`src/rtl/velocity_settle_detector_pkg.sv`:
```
// Shared physics definitions: settle FSM states and default fixed-point sizing
// used by the friction, collision and settle blocks.
package velocity_settle_detector_pkg;

    typedef enum logic [1:0] {
        StMoving   = 2'd0,
        StSettling = 2'd1,
        StAtRest   = 2'd2
    } settle_state_t;

    localparam int unsigned DefaultWidth = 32;
    localparam int unsigned DefaultTol   = 10;

endpackage

```
`src/rtl/velocity_settle_detector_band_check.sv`:
```
// Combinational signed band test: near = (-2^TOL <= v <= 2^TOL), all at WIDTH bits.
module band_check
    import velocity_settle_detector_pkg::*;
#(
    parameter int unsigned WIDTH = DefaultWidth,
    parameter int unsigned TOL   = DefaultTol
) (
    input  logic signed [WIDTH-1:0] v,
    output logic                    near
);

    // Bounds built at WIDTH bits so the most negative input compares without overflow.
    localparam logic [WIDTH-1:0] PosBits = WIDTH'(1) << TOL;
    localparam logic [WIDTH-1:0] NegBits = (~PosBits) + WIDTH'(1);

    always_comb begin
        near = ($signed(v) >= $signed(NegBits)) && ($signed(v) <= $signed(PosBits));
    end

endmodule

```
`src/rtl/velocity_settle_detector.sv`:
```
// Per-ball settle detector: declares rest after HOLD consecutive near samples and
// clamps velocity to zero until a channel leaves the wider exit band.
module velocity_settle_detector
    import velocity_settle_detector_pkg::*;
#(
    parameter int unsigned WIDTH    = DefaultWidth,
    parameter int unsigned CHANNELS = 2,
    parameter int unsigned TOL      = DefaultTol,
    parameter int unsigned EXIT_TOL = 11,
    parameter int unsigned HOLD     = 4
) (
    input  logic                      clk,
    input  logic                      rst,
    input  logic                      clear,
    input  logic                      in_valid,
    input  logic [CHANNELS*WIDTH-1:0] vel,
    output logic                      out_valid,
    output logic [CHANNELS*WIDTH-1:0] vel_out,
    output logic                      at_rest,
    output logic                      settling,
    output logic                      rest_pulse
);

    localparam int unsigned CntW = $clog2(HOLD + 1);

    logic [CHANNELS-1:0] near_entry;
    logic [CHANNELS-1:0] near_exit;
    logic                all_near;
    logic                any_far;

    for (genvar ch = 0; ch < CHANNELS; ch++) begin : g_band
        band_check #(
            .WIDTH (WIDTH),
            .TOL   (TOL)
        ) u_entry (
            .v    (vel[ch*WIDTH +: WIDTH]),
            .near (near_entry[ch])
        );

        band_check #(
            .WIDTH (WIDTH),
            .TOL   (EXIT_TOL)
        ) u_exit (
            .v    (vel[ch*WIDTH +: WIDTH]),
            .near (near_exit[ch])
        );
    end

    assign all_near = &near_entry;
    assign any_far  = ~(&near_exit);

    settle_state_t   state_q, state_d;
    logic [CntW-1:0] cnt_q, cnt_d;
    logic [CntW-1:0] cnt_inc;

    assign cnt_inc = cnt_q + CntW'(1);

    always_comb begin
        state_d = state_q;
        cnt_d   = cnt_q;
        if (in_valid) begin
            case (state_q)
                StMoving: begin
                    if (all_near) begin
                        cnt_d   = CntW'(1);
                        state_d = (HOLD == 1) ? StAtRest : StSettling;
                    end else begin
                        cnt_d = '0;
                    end
                end
                StSettling: begin
                    if (all_near) begin
                        cnt_d = cnt_inc;
                        if (cnt_inc == CntW'(HOLD)) state_d = StAtRest;
                    end else begin
                        state_d = StMoving;
                        cnt_d   = '0;
                    end
                end
                StAtRest: begin
                    // Samples between the two bands keep the ball at rest.
                    if (any_far) begin
                        state_d = StMoving;
                        cnt_d   = '0;
                    end
                end
                default: begin
                    state_d = StMoving;
                    cnt_d   = '0;
                end
            endcase
        end
    end

    always_ff @(posedge clk or posedge rst) begin
        if (rst) begin
            state_q    <= StMoving;
            cnt_q      <= '0;
            out_valid  <= 1'b0;
            vel_out    <= '0;
            at_rest    <= 1'b0;
            settling   <= 1'b0;
            rest_pulse <= 1'b0;
        end else if (clear) begin
            // The coincident sample is dropped; displayed outputs keep their last values.
            state_q    <= StMoving;
            cnt_q      <= '0;
            out_valid  <= 1'b0;
            rest_pulse <= 1'b0;
        end else begin
            state_q    <= state_d;
            cnt_q      <= cnt_d;
            out_valid  <= in_valid;
            rest_pulse <= 1'b0;
            if (in_valid) begin
                vel_out    <= (state_d == StAtRest) ? '0 : vel;
                at_rest    <= (state_d == StAtRest);
                settling   <= (state_d == StSettling);
                rest_pulse <= (state_d == StAtRest) && (state_q != StAtRest);
            end
        end
    end

endmodule
```
`config.mk`:
```
export PLATFORM = sky130hd
export DESIGN_NAME = velocity_settle_detector
export DESIGN_NICKNAME = d
export VERILOG_FILES = /design/src/rtl/velocity_settle_detector_pkg.sv /design/src/rtl/velocity_settle_detector_band_check.sv /design/src/rtl/velocity_settle_detector.sv
export SDC_FILE = /design/constraint.sdc
export NUM_CORES = 1
export LEC_CHECK = 0
export CAP_MARGIN = 0
export CORE_MARGIN = 4
export CORE_UTILIZATION = 47
export CTS_CLUSTER_DIAMETER = 60
export CTS_CLUSTER_SIZE = 16
export DETAILED_ROUTE_END_ITERATION = 8
export PLACE_DENSITY = 0.88
export SLEW_MARGIN = 20
export SYNTH_ARGS = -nofsm -noshare
export SYNTH_HDL_FRONTEND = slang
export SYNTH_SLANG_ARGS = --single-unit
```
`constraint.sdc`:
```
create_clock -name clk -period 3.9 [get_ports clk]
set_input_delay 0.975 -clock clk [delete_from_list [all_inputs] [get_ports clk]]
set_output_delay 0.975 -clock clk [all_outputs]
set_load 0.02 [all_outputs]
```
Word level (Yosys, flattened, before mapping)
Index checks and enable logic that the tools add are counted.

operators by class
  reduce and logical (&&, ||, !) cells = 11
  add/subtract/negate cells = 1
  multiplexer cells = 17
  bitwise operators = 1
  equality and inequality tests = 7
  magnitude comparators = 8

operators by type and width
  kind                  number
  $ge 32x11->1 const B  2
  $ge 32x12->1 const B  2
  $le 32x12->1 const B  2
  $le 32x13->1 const B  2
  $mux 64               1
  $mux 2                6
  $mux 3                4
  $pmux 3 s3            1
  $reduce_and 2->1      4
  $pmux 2 s3            1
  $logic_and 1x1->1     5
  $eq 2x1->1 const B    2
  $eq 2x2->1 const B    2
  $mux 1                4
  $add 3x1->3 const B   1
  $eq 3x3->1 const B    1
  $ne 3x3->1 const B    1
  $logic_not 2->1       1
  $ne 2x2->1 const B    1
  $reduce_bool 2->1     1
  $not 1->1             1

storage, ports and cells
  input bits = 68
  word-level logic and storage cells = 52
  register bits = 73
  output and inout bits = 68

Logic depth before layout (Yosys ltp)
Gate-level depths: netlist (run 1).

  depth in word-level cells = 10
  gate-level depth with buffers = 8
  mapped depth without buffers = 6

Cells and area by module
From an unflattened synthesis (run 1), not the netlist that was laid out.

unflattened totals
  cell total of the unflattened synthesis = 415
  area, all modules = 3897.5 µm²

modules (own cells, without submodules)
  module                              seq. area each (µm²)  instances  cells each  area an instance (µm²)
  velocity_settle_detector            1826.8                1          339         3372.0
  band_check (g_band[0].u_entry ...)  0.0                   2          19          132.6
  band_check (g_band[0].u_exit ...)   0.0                   2          19          130.1

Worst setup path before layout (run 1)
OpenSTA, ideal clock, no wires.

  path kind = input -> register
  start point = input port vel[4]
  end point = register vel_out[23]
  setup slack = 1.154 ns
  arrival = 2.628 ns
  path buffers = 2
  stages on the path = 8
  data required time = 3.782 ns
  library setup time = 0.118 ns
  cell sequence = or4_4 o31ai_1 nand4_1 a22oi_4 a21o_4 buf_12 buf_12 o21ai_2

on the way
  word-level cells in the longest chain between the ends = 8
  elaborated cells between the ends (all ways) = 15
  those cells by class = order compare (4); eq/ne (1); mux (6); reduce/logical (4)

RTL lines
  element                                     RTL line                                                                                        source
  start, declared                             velocity_settle_detector.sv:16                                                                  input logic [CHANNELS*WIDTH-1:0] vel,
  $ge 32x12->1, or another cell as far along  velocity_settle_detector_band_check.sv:17                                                       near = ($signed(v) >= $signed(NegBits)) && ($signed(v) <= $signed(PosBits));
  $logic_and 1x1->1                           velocity_settle_detector_band_check.sv:17
  $reduce_and 2->1, on equally long branches  velocity_settle_detector.sv:50, velocity_settle_detector.sv:49
  $mux 2, on equally long branches            velocity_settle_detector.sv:82, velocity_settle_detector.sv:64, velocity_settle_detector.sv:72
  $pmux 2 s3 (*)                              velocity_settle_detector.sv:62                                                                  case (state_q)
  $mux 2 (*)                                  velocity_settle_detector.sv:61                                                                  if (in_valid) begin
  $eq 2x2->1 (*)                              velocity_settle_detector.sv:116                                                                 vel_out <= (state_d == StAtRest) ? '0 : vel;
  $mux 64 (*)                                 velocity_settle_detector.sv:116
  end signal, assigned                        velocity_settle_detector.sv:116
  end, declared                               velocity_settle_detector.sv:18                                                                  output logic [CHANNELS*WIDTH-1:0] vel_out,

Every way passes the cells marked *; elsewhere a longest branch is shown, timed or not.
A chain may end at the register's enable or synchronous reset.

Final worst setup path (run 1)
  start point = input port vel[33]
  end point = register vel_out[10]

Same word-level chain as after synthesis.

==> results of run 1 <==
==> path summary, 6_finish.rpt <==
| check | start | endpoint | slack (ps) | depth (start not counted) |
|---|---|---|---|---|
| setup / recovery | vel[33] | vel_out[10]$_DFFE_PP0P_ | 590 | 8 |
| hold / removal | vel_out[44]$_DFFE_PP0P_ | vel_out[44]$_DFFE_PP0P_ | 480 | 2 |
| setup reg to reg | state_q[0]$_DFF_PP0_ | vel_out[10]$_DFFE_PP0P_ | 1850 | 7 |
| hold reg to reg | vel_out[44]$_DFFE_PP0P_ | vel_out[44]$_DFFE_PP0P_ | 480 | 2 |
| max in group asynchronous | rst | state_q[0]$_DFF_PP0_ | 2160 | 3 |
| min in group asynchronous | rst | vel_out[55]$_DFFE_PP0P_ | 1090 | 2 |
==> metrics by stage <==
step,cells,instance area [um2]
6_report,611,5100
5_1_grt,611,5100
4_1_cts,611,5100
3_5_place_dp,595,4940
3_3_place_gp,595,4940
2_1_floorplan,376,3530
==> placed cells by master (no fill, tap or decap), types with 3 or more instances in the layout <==
cell and count:
nand3_1 7, o21ai_0 25, o21ai_2 40, clkbuf_8 9, nor3_1 4, nand4_1 10
clkinvlp_4 3, nand3b_1 5, dfrtp_1 73, nor2_1 8, or4_1 3, buf_12 4
nand2_1 136, nor4_1 10, nand4b_1 4, clkdlybuf4s50_1 135, a21oi_1 4
==> flip-flops by register name (all words and copies together) (netlist names) <==
signal,count
cnt_q,3
state_q,2
at_rest,1
out_valid,1
vel_out,64
settling,1
rest_pulse,1
==> worst reg2reg max path, stage by stage (launching register included) <==
cell and delay (ps):
dfrtp_1 420, nand2b_1 210, nor3_1 230, a21oi_1 120
a211oi_1 290, a21o_4 280, buf_4 250, o21ai_0 130
==> per-layer routing <==
layer	vias to the layer above	GRT usage, %	wire length [um]
met5	-	0	0
met1	1570	28.4	3960
li1	1560	-	-
met3	18	4.06	634
met4	0	11.2	246
met2	130	38.3	5020
==> area by class of cell <==
cell class	instances	area (um2)
Multi-Input combinational cell	279	1530
Timing Repair Buffer	141	1450
Clock buffer	11	131
Inverter	3	11.3
Clock inverter	5	32.5
Fill cell	582	2190
Sequential cell	73	1830
Tap cell	99	124
==> where the power goes <==
group          internal [uW]  switching (uW)
clock network            229             267
logic                    258             270
registers                841            48.7
total                   1330             586
==> Yosys cell counts (2+ instances only) <==
cell / count
nand2_1: 136
dfrtp_1: 73
o21ai_2: 40
o21ai_0: 25
clkbuf_1: 14
nand4_1: 10
nor4_1: 10
nor2_1: 8
nand3_1: 7
buf_12: 5
nand3b_1: 5
a21oi_1: 4
nand4b_1: 4
nor3_1: 4
or4_1: 3
a211oi_1: 2
and3_1: 2
clkbuf_2: 2
ha_1: 2
inv_1: 2
nand2b_1: 2
nor2b_1: 2
==> kinds of logic (layout without fill, tap and decap cells) <==
family | count (synthesis) | after routing
AOI/OAI and AO/OA | 79 | 79
muxes | 1 | 1
adders and majority gates | 2 | 2
buffers and inverters | 24 | 160
and+or+nand+nor | 196 | 196
xor gates and xnor gates | 1 | 1
DFF | 73 | 73
==> results.toml, run 1 <==
[run_status]
run_status = "finished clean"

[clocking]
cts_sinks = 73
clockRootBuffer = "clkbuf_8"
cts.path.max_buffers = 2
hold_buffers = 0
post-cts-setup-buffers = 0
ctsHtreeMaxLevel = 3
clk_latency_ps = 340
cts_tree = "done"
clk_pin_slew_ps = 70
cts_made_buffers = 9
ctsResizeCount = 0

[run]
maxCapViolCount = 0

[sta]
setup_viol = 0
period_share_pct = 84.8
hold_violations = 0
drv_slew = 0
tightest_slew_ps = 747
final.min_clock_period_ps = 3310
rsz0062_at_grt = "no"
maxSlewHeadroom_pct = 50.2
setup_tns_ps = 0
fin_skew_ps = 10.7
clock.fmax_mhz = 302
layout_setup_ws_ps = 592
hold_ws_ps = 478

[synthesis]
syn_nets = 446
synthMuxAreaShare_pct = 0.319
synth_cells = 376
ys_types = 36
synthAdderAreaFrac_pct = 0.709
synth_top_area_share_pct = 51.7
async_flop_share_pct = 100
synthSimpleGateAreaFrac_pct = 24.9
synth_largest_area_cell = "dfrtp_1"
synth_top_family_by_area = "simple AND/OR/NAND/NOR gates"
yosys-top-cells-area = "dfrtp_1 (52%), nand2_1 (14%), o21ai_2 (9.9%)"
synthesis.area_um2 = 3530
synth_ff_type = "dfrtp_1"
synth_compound_area_share_pct = 17.2
synth-xor-area-share_pct = 0.248
synth_seq_cells = 73
ys_warn_count = 0
avgSynthCellArea_um2 = 9.39
synth-edff-count = 0
yosysSeqAreaShare_pct = 51.7

[power]
peakVddDrop_mv = 0.190
total_power_uw = 1910
power_density_nw_per_um2 = 375
p_leak_uw = 0.00210

[floorplan]
ios = 136
num_rows = 31
die_x_um = 94.7
core_area_um2 = 7290
die_h_um = 94.7
dieArea_um2 = 8960
start_util_pct = 48.4

[setup_path]
critPathRequiredTime_ps = 4100
cp_top_family = "compound AO/OA/AOI/OAI gates"
worstPathCellList = "clkdlybuf4s50_1 > nor4_1 > nand3_1 > a2111o_1 > a22oi_4 > a21o_4 > buf_4 > o21ai_0"
arrival_ps = 3510
critPathBufInv = 2
setup.worst_path.end_class = "register"
crit_type = "primary input to register"
cpPeakStageDelay_ps = 500
slowest_stage = "nor4_1"
startpoint_type = "primary input"
critical_path.max_fanout = 17

[global_routing]
grt_usage_pct = 22.8
grt_pass1_vias = 3359
grt_start_max_net_pins = 66
antenna_found_initial = 0
overflow = 0
grt_pass1_wl_mm = 16.1

[routing]
drt_iter0_markers = 207
first_pass_iters = 4
wl_per_cell_um = 16.2
ant_nets = 0
vias_per_cell = 5.36
vias = 3278
drc_errors = 0
drt-total-wl_mm = 9.87

[finish]
area_growth_pct = 44.6
num_antenna_cells = 0
drive_above_1_share_pct = 13.7
finalCoreUtilization_pct = 70.0
finalNetCount = 577

[placed_design]
gp_congestion = 0.820
io_buffers = 135
place_ws_ps = 240
dp.final_hpwl_mm = 7.55

[worst_hold_path]
holdCritPathClass = "register to register"
(Power assumes the default switching activity.)
==> inputs of run 2 (changes only) <==
--- a/config.mk
+++ b/config.mk
@@ -7,11 +7,11 @@
 export LEC_CHECK = 0
 export CAP_MARGIN = 0
 export CORE_MARGIN = 4
-export CORE_UTILIZATION = 47
+export CORE_UTILIZATION = 40
 export CTS_CLUSTER_DIAMETER = 60
 export CTS_CLUSTER_SIZE = 16
 export DETAILED_ROUTE_END_ITERATION = 8
-export PLACE_DENSITY = 0.88
+export PLACE_DENSITY = 0.8
 export SLEW_MARGIN = 20
 export SYNTH_ARGS = -nofsm -noshare
 export SYNTH_HDL_FRONTEND = slang
==> constraint.sdc (replaced) <==
create_clock -name clk -period 2.9 [get_ports clk]
set_input_delay 0.725 -clock clk [delete_from_list [all_inputs] [get_ports clk]]
set_output_delay 0.725 -clock clk [all_outputs]
set_load 0.02 [all_outputs]
==> results.toml, run 2 (synthesis gave the netlist of run 1 again) <==
[run_status]
run_status = "finished clean"

[floorplan]
start_util_pct = 40.9
ios = 136
core_area_um2 = 8640
num_rows = 34
die_h_um = 102
dieArea_um2 = 10400
die_x_um = 102

[clocking]
clk_pin_slew_ps = 70
cts_sinks = 73
clk_latency_ps = 350
cts_made_buffers = 9
clockRootBuffer = "clkbuf_8"
cts.path.max_buffers = 2
ctsHtreeMaxLevel = 3
post-cts-setup-buffers = 0
cts_tree = "done"

[power]
peakVddDrop_mv = 0.258
p_leak_uw = 0.00226
power_density_nw_per_um2 = 486

[global_routing]
busiest_layer = "met2"
grt_pass1_vias = 3449
grt_pass1_wl_mm = 16.6
grt_usage_pct = 20.5
overflow = 0
grt_start_max_net_pins = 74
met3_usage_pct = 5.53
use_met2_pct = 33.0
antenna_found_initial = 0
met1_usage_pct = 26.4

[routing]
drt_iter0_markers = 88
first_pass_iters = 4
wl_per_cell_um = 16.0
ant_nets = 0
vias = 3362
vias_per_cell = 5.18
drt-total-wl_mm = 10.4
drc_errors = 0

[worst_hold_path]
whs_endpoint = "vel_out[40]$_DFFE_PP0P_"
min_from = "vel_out[40]$_DFFE_PP0P_"
hold_depth = 2
holdCritPathClass = "register to register"

[finish]
finalCoreUtilization_pct = 62.0
layout_common_cells = "nand2_1 (136), clkdlybuf4s50_1 (135), dfrtp_1 (73)"
multi_input_area_um2 = 1550
largest_registers = "vel_out: 64 flops, cnt_q: 3 flops, state_q: 2 flops"
finalNetCount = 606
area_growth_pct = 51.6
regMostFlops = "vel_out"
final_cells = 649
largest_reg_flops = 64
drive_above_1_share_pct = 18.5
num_antenna_cells = 0
final_common_cell = "nand2_1"
fill_cells = 721
seq_area_um2 = 1830

[sta]
maxSlewHeadroom_pct = 74.1
hold_violations = 0
drv_slew = 0
clock.fmax_mhz = 365
final.min_clock_period_ps = 2740
period_share_pct = 94.4
fin_skew_ps = 9.37
rsz0062_at_grt = "no"
tightest_slew_ps = 389
setup_viol = 0
setup_tns_ps = 0

[placed_design]
dp.final_hpwl_mm = 7.80
dp.cells = 633
gp_congestion = 0.850
io_buffers = 135

[setup_path]
critPathRequiredTime_ps = 3120
crit_type = "primary input to register"
slowest_stage = "clkdlybuf4s50_1"
r2r_end = "at_rest$_DFFE_PP0P_"
cpPeakStageDelay_ps = 460
reg2reg_from = "cnt_q[0]$_DFFE_PP0P_"
ff2ff_path_depth = 6
critical_path.max_fanout = 15
startpoint_type = "primary input"
worstPathCellList = "clkdlybuf4s50_1 > nor4_2 > buf_4 > nand4b_1 > a211o_1 > a211oi_1 > a21o_4 > buf_4 > o21ai_0"
setup.worst_path.end_class = "register"
crit_top_cell = "buf_4"
rrSetupSlack_ps = 1020
arrival_ps = 2960

[run]
maxCapViolCount = 0
run 2: cell types whose count changed in the layout (fill, tap and decap cells not counted):
cell,delta
nor4_1,-1
clkinv_2,+2
buf_12,+1
nor4_2,+1
clkinvlp_4,-3
buf_4,+28
o41ai_1,-1
clkbuf_1,+1
o41ai_2,+1
run 2: worst max-delay path, delay by kind of cell:
| family | cells | cell delay, ps |
|---|---|---|
| buf+inv | 3 | 830 |
| compound gates | 4 | 960 |
| simple gates | 2 | 450 |
run 2: layer usage:
layer  up-vias  wire length [um]
met5         -                 0
met4         0               232
met3        21               809
met2       135              4910
met1      1591              4420
li1       1615                 -
run 2: how the worst max path moves through the flow:
stage                              to     from  depth (start not counted)  slack, ps
6_report       vel_out[8]$_DFFE_PP0P_  vel[32]                          9        160
5_1_grt          state_q[1]$_DFF_PP0_  vel[32]                         10         40
3_5_place_dp   vel_out[5]$_DFFE_PP0P_  vel[32]                          9       -310
4_1_cts        vel_out[5]$_DFFE_PP0P_  vel[32]                          9         60
2_1_floorplan     at_rest$_DFFE_PP0P_      rst                          1        320
3_3_place_gp   vel_out[6]$_DFFE_PP0P_   vel[4]                          8       -190
run 2: final cells by class:
cell class,count,share of cell area (%)
repair buffers,170,31.3
multi-input cells,279,28.9
inverters,3,0.210
clock inverters,4,0.374
well taps,108,2.53
flip-flops and latches,73,34.1
clock buffers,12,2.53
run 2: metrics by stage:
step | total power [uW] | hold WS (ps) | cell area, um2 | setup slack (ps)
6_report | 2600 | 477 | 5350 | 161
3_5_place_dp | 1950 | 463 | 5180 | -311
2_1_floorplan | 1520 | 507 | 3530 | 322
3_3_place_gp | 1940 | 460 | 5180 | -186
5_1_grt | 2730 | 497 | 5350 | 40.3
4_1_cts | 2620 | 479 | 5340 | 62.3
run 2: what timing repair did:
action | 4_1_cts | 5_1_grt
resized for setup | 0 | 2
endpoints found under the hold margin | 0 | 0
hold buffers | 0 | 0
setup endpoints to repair | 0 | 6
run 2: report_power, final:
group          leakage, uW  internal (uW)  total [uW]  switching, uW
logic              0.00126            367         734            367
clock network    0.0000839            306         668            363
registers         0.000916           1130        1200           68.0
total              0.00226           1800        2600            797
==> inputs of run 3 (changes only) <==
--- a/config.mk
+++ b/config.mk
@@ -11,6 +11,7 @@
 export CTS_CLUSTER_DIAMETER = 60
 export CTS_CLUSTER_SIZE = 16
 export DETAILED_ROUTE_END_ITERATION = 8
+export MAX_ROUTING_LAYER = met4
 export PLACE_DENSITY = 0.8
 export SLEW_MARGIN = 20
 export SYNTH_ARGS = -nofsm -noshare
==> results.toml, run 3 (synthesis gave the netlist of run 1 again) <==
[power]
peakVddDrop_mv = 0.259
power_density_nw_per_um2 = 486
total_power_uw = 2600
p_leak_uw = 0.00226

[global_routing]
grt_pass1_wl_mm = 16.6
antenna_found_initial = 0
overflow = 0
grt_usage_pct = 21.0
grt_pass1_vias = 3459
grt_start_max_net_pins = 74

[setup_path]
crit_top_cell = "buf_4"
critical_path.max_fanout = 15
cpPeakStageDelay_ps = 460
startpoint_type = "primary input"
rrSetupSlack_ps = 1010
worstPathCellList = "clkdlybuf4s50_1 > nor4_2 > buf_4 > nand4b_1 > a211o_1 > a211oi_1 > a21o_4 > buf_4 > o21ai_0"
slowest_stage = "clkdlybuf4s50_1"
critPathBufInv = 3
setup.worst_path.end_class = "register"
cp_top_family = "compound AO/OA/AOI/OAI gates"
arrival_ps = 2960
crit_type = "primary input to register"
critPathRequiredTime_ps = 3120

[sta]
fin_skew_ps = 9.41
hold_violations = 0
tightest_slew_ps = 392
clock.fmax_mhz = 364
setup_tns_ps = 0
rsz0062_at_grt = "no"
setup_viol = 0
period_share_pct = 94.6
maxSlewHeadroom_pct = 73.8
final.min_clock_period_ps = 2740
drv_slew = 0

[clocking]
hold_buffers = 0
cts.path.max_buffers = 2
clockRootBuffer = "clkbuf_8"
clk_pin_slew_ps = 70
cts_sinks = 73
clk_latency_ps = 350
ctsHtreeMaxLevel = 3
cts_tree = "done"
cts_made_buffers = 9

[routing]
first_pass_iters = 4
wl_per_cell_um = 16.0
vias = 3367
drt_iter0_markers = 90
drc_errors = 0
drt-total-wl_mm = 10.4
vias_per_cell = 5.19
ant_nets = 0

[finish]
largest_reg_flops = 64
regMostFlops = "vel_out"
num_antenna_cells = 0
largest_registers = "vel_out: 64 flops, cnt_q: 3 flops, state_q: 2 flops"
final_common_cell = "nand2_1"
drive_above_1_share_pct = 18.5
layout_common_cells = "nand2_1 (136), clkdlybuf4s50_1 (135), dfrtp_1 (73)"
finalNetCount = 606
area_growth_pct = 51.6

[run_status]
run_status = "finished clean"

[floorplan]
die_h_um = 102
start_util_pct = 40.9
num_rows = 34
ios = 136
dieArea_um2 = 10400
die_x_um = 102
core_area_um2 = 8640

[worst_hold_path]
holdCritPathClass = "register to register"

[placed_design]
dp.final_hpwl_mm = 7.80
io_buffers = 135
gp_congestion = 0.863

[run]
maxCapViolCount = 0
run 3: layout make-up:
class | count | area [um2]
flip-flops and latches | 73 | 1830
inverters | 3 | 11.3
repair buffers | 170 | 1680
clock inverters | 4 | 20.0
well taps | 108 | 135
fillers | 721 | 3280
clock buffers | 12 | 135
multi-input cells | 279 | 1550
run 3: path summary, 6_finish.rpt:
kind | cells after the start | end | from
setup reg to reg | 6 | at_rest$_DFFE_PP0P_ | cnt_q[0]$_DFFE_PP0P_
hold reg to reg | 2 | vel_out[40]$_DFFE_PP0P_ | vel_out[40]$_DFFE_PP0P_
min in group asynchronous | 3 | vel_out[35]$_DFFE_PP0P_ | rst
max in group asynchronous | 3 | vel_out[21]$_DFFE_PP0P_ | rst
hold / removal | 2 | vel_out[40]$_DFFE_PP0P_ | vel_out[40]$_DFFE_PP0P_
setup / recovery | 9 | vel_out[8]$_DFFE_PP0P_ | vel[32]
run 3: worst reg2reg max path: stages, from the launching register on:
cell	delay [ps]
dfrtp_1	420
ha_1	240
xor2_1	160
and3_1	240
a21o_4	270
buf_12	170
mux2_2	270
run 3: per-layer routing:
metal	up-vias	track usage, %	wire length, um
met5	-	-	0
met4	0	8.78	244
met3	22	4.37	734
met2	138	33.2	4950
met1	1586	26.5	4450
li1	1621	-	-
run 3: where the power goes:
part           switching (uW)  internal, uW  leakage, uW
registers                67.3          1130     0.000916
logic                     367           367      0.00126
clock network             362           306    0.0000839
run 3: per-stage QoR:
step / utilization (%) / area (um2) / hold WS (ps) / std cells / worst slack [ps]
2_1_floorplan: - / 3530 / 507 / 376 / 322
3_3_place_gp: 60.0 / 5180 / 460 / 633 / -186
3_5_place_dp: 60.0 / 5180 / 463 / 633 / -311
4_1_cts: 61.8 / 5340 / 479 / 649 / 62.3
5_1_grt: 62.0 / 5350 / 497 / 649 / 36.1
6_report: 62.0 / 5350 / 477 / 649 / 156
run 3: what timing repair did:
action                     4_1_cts  5_1_grt
resized for setup                0        2
buffers inserted                 0        0
setup endpoints to repair        0        8
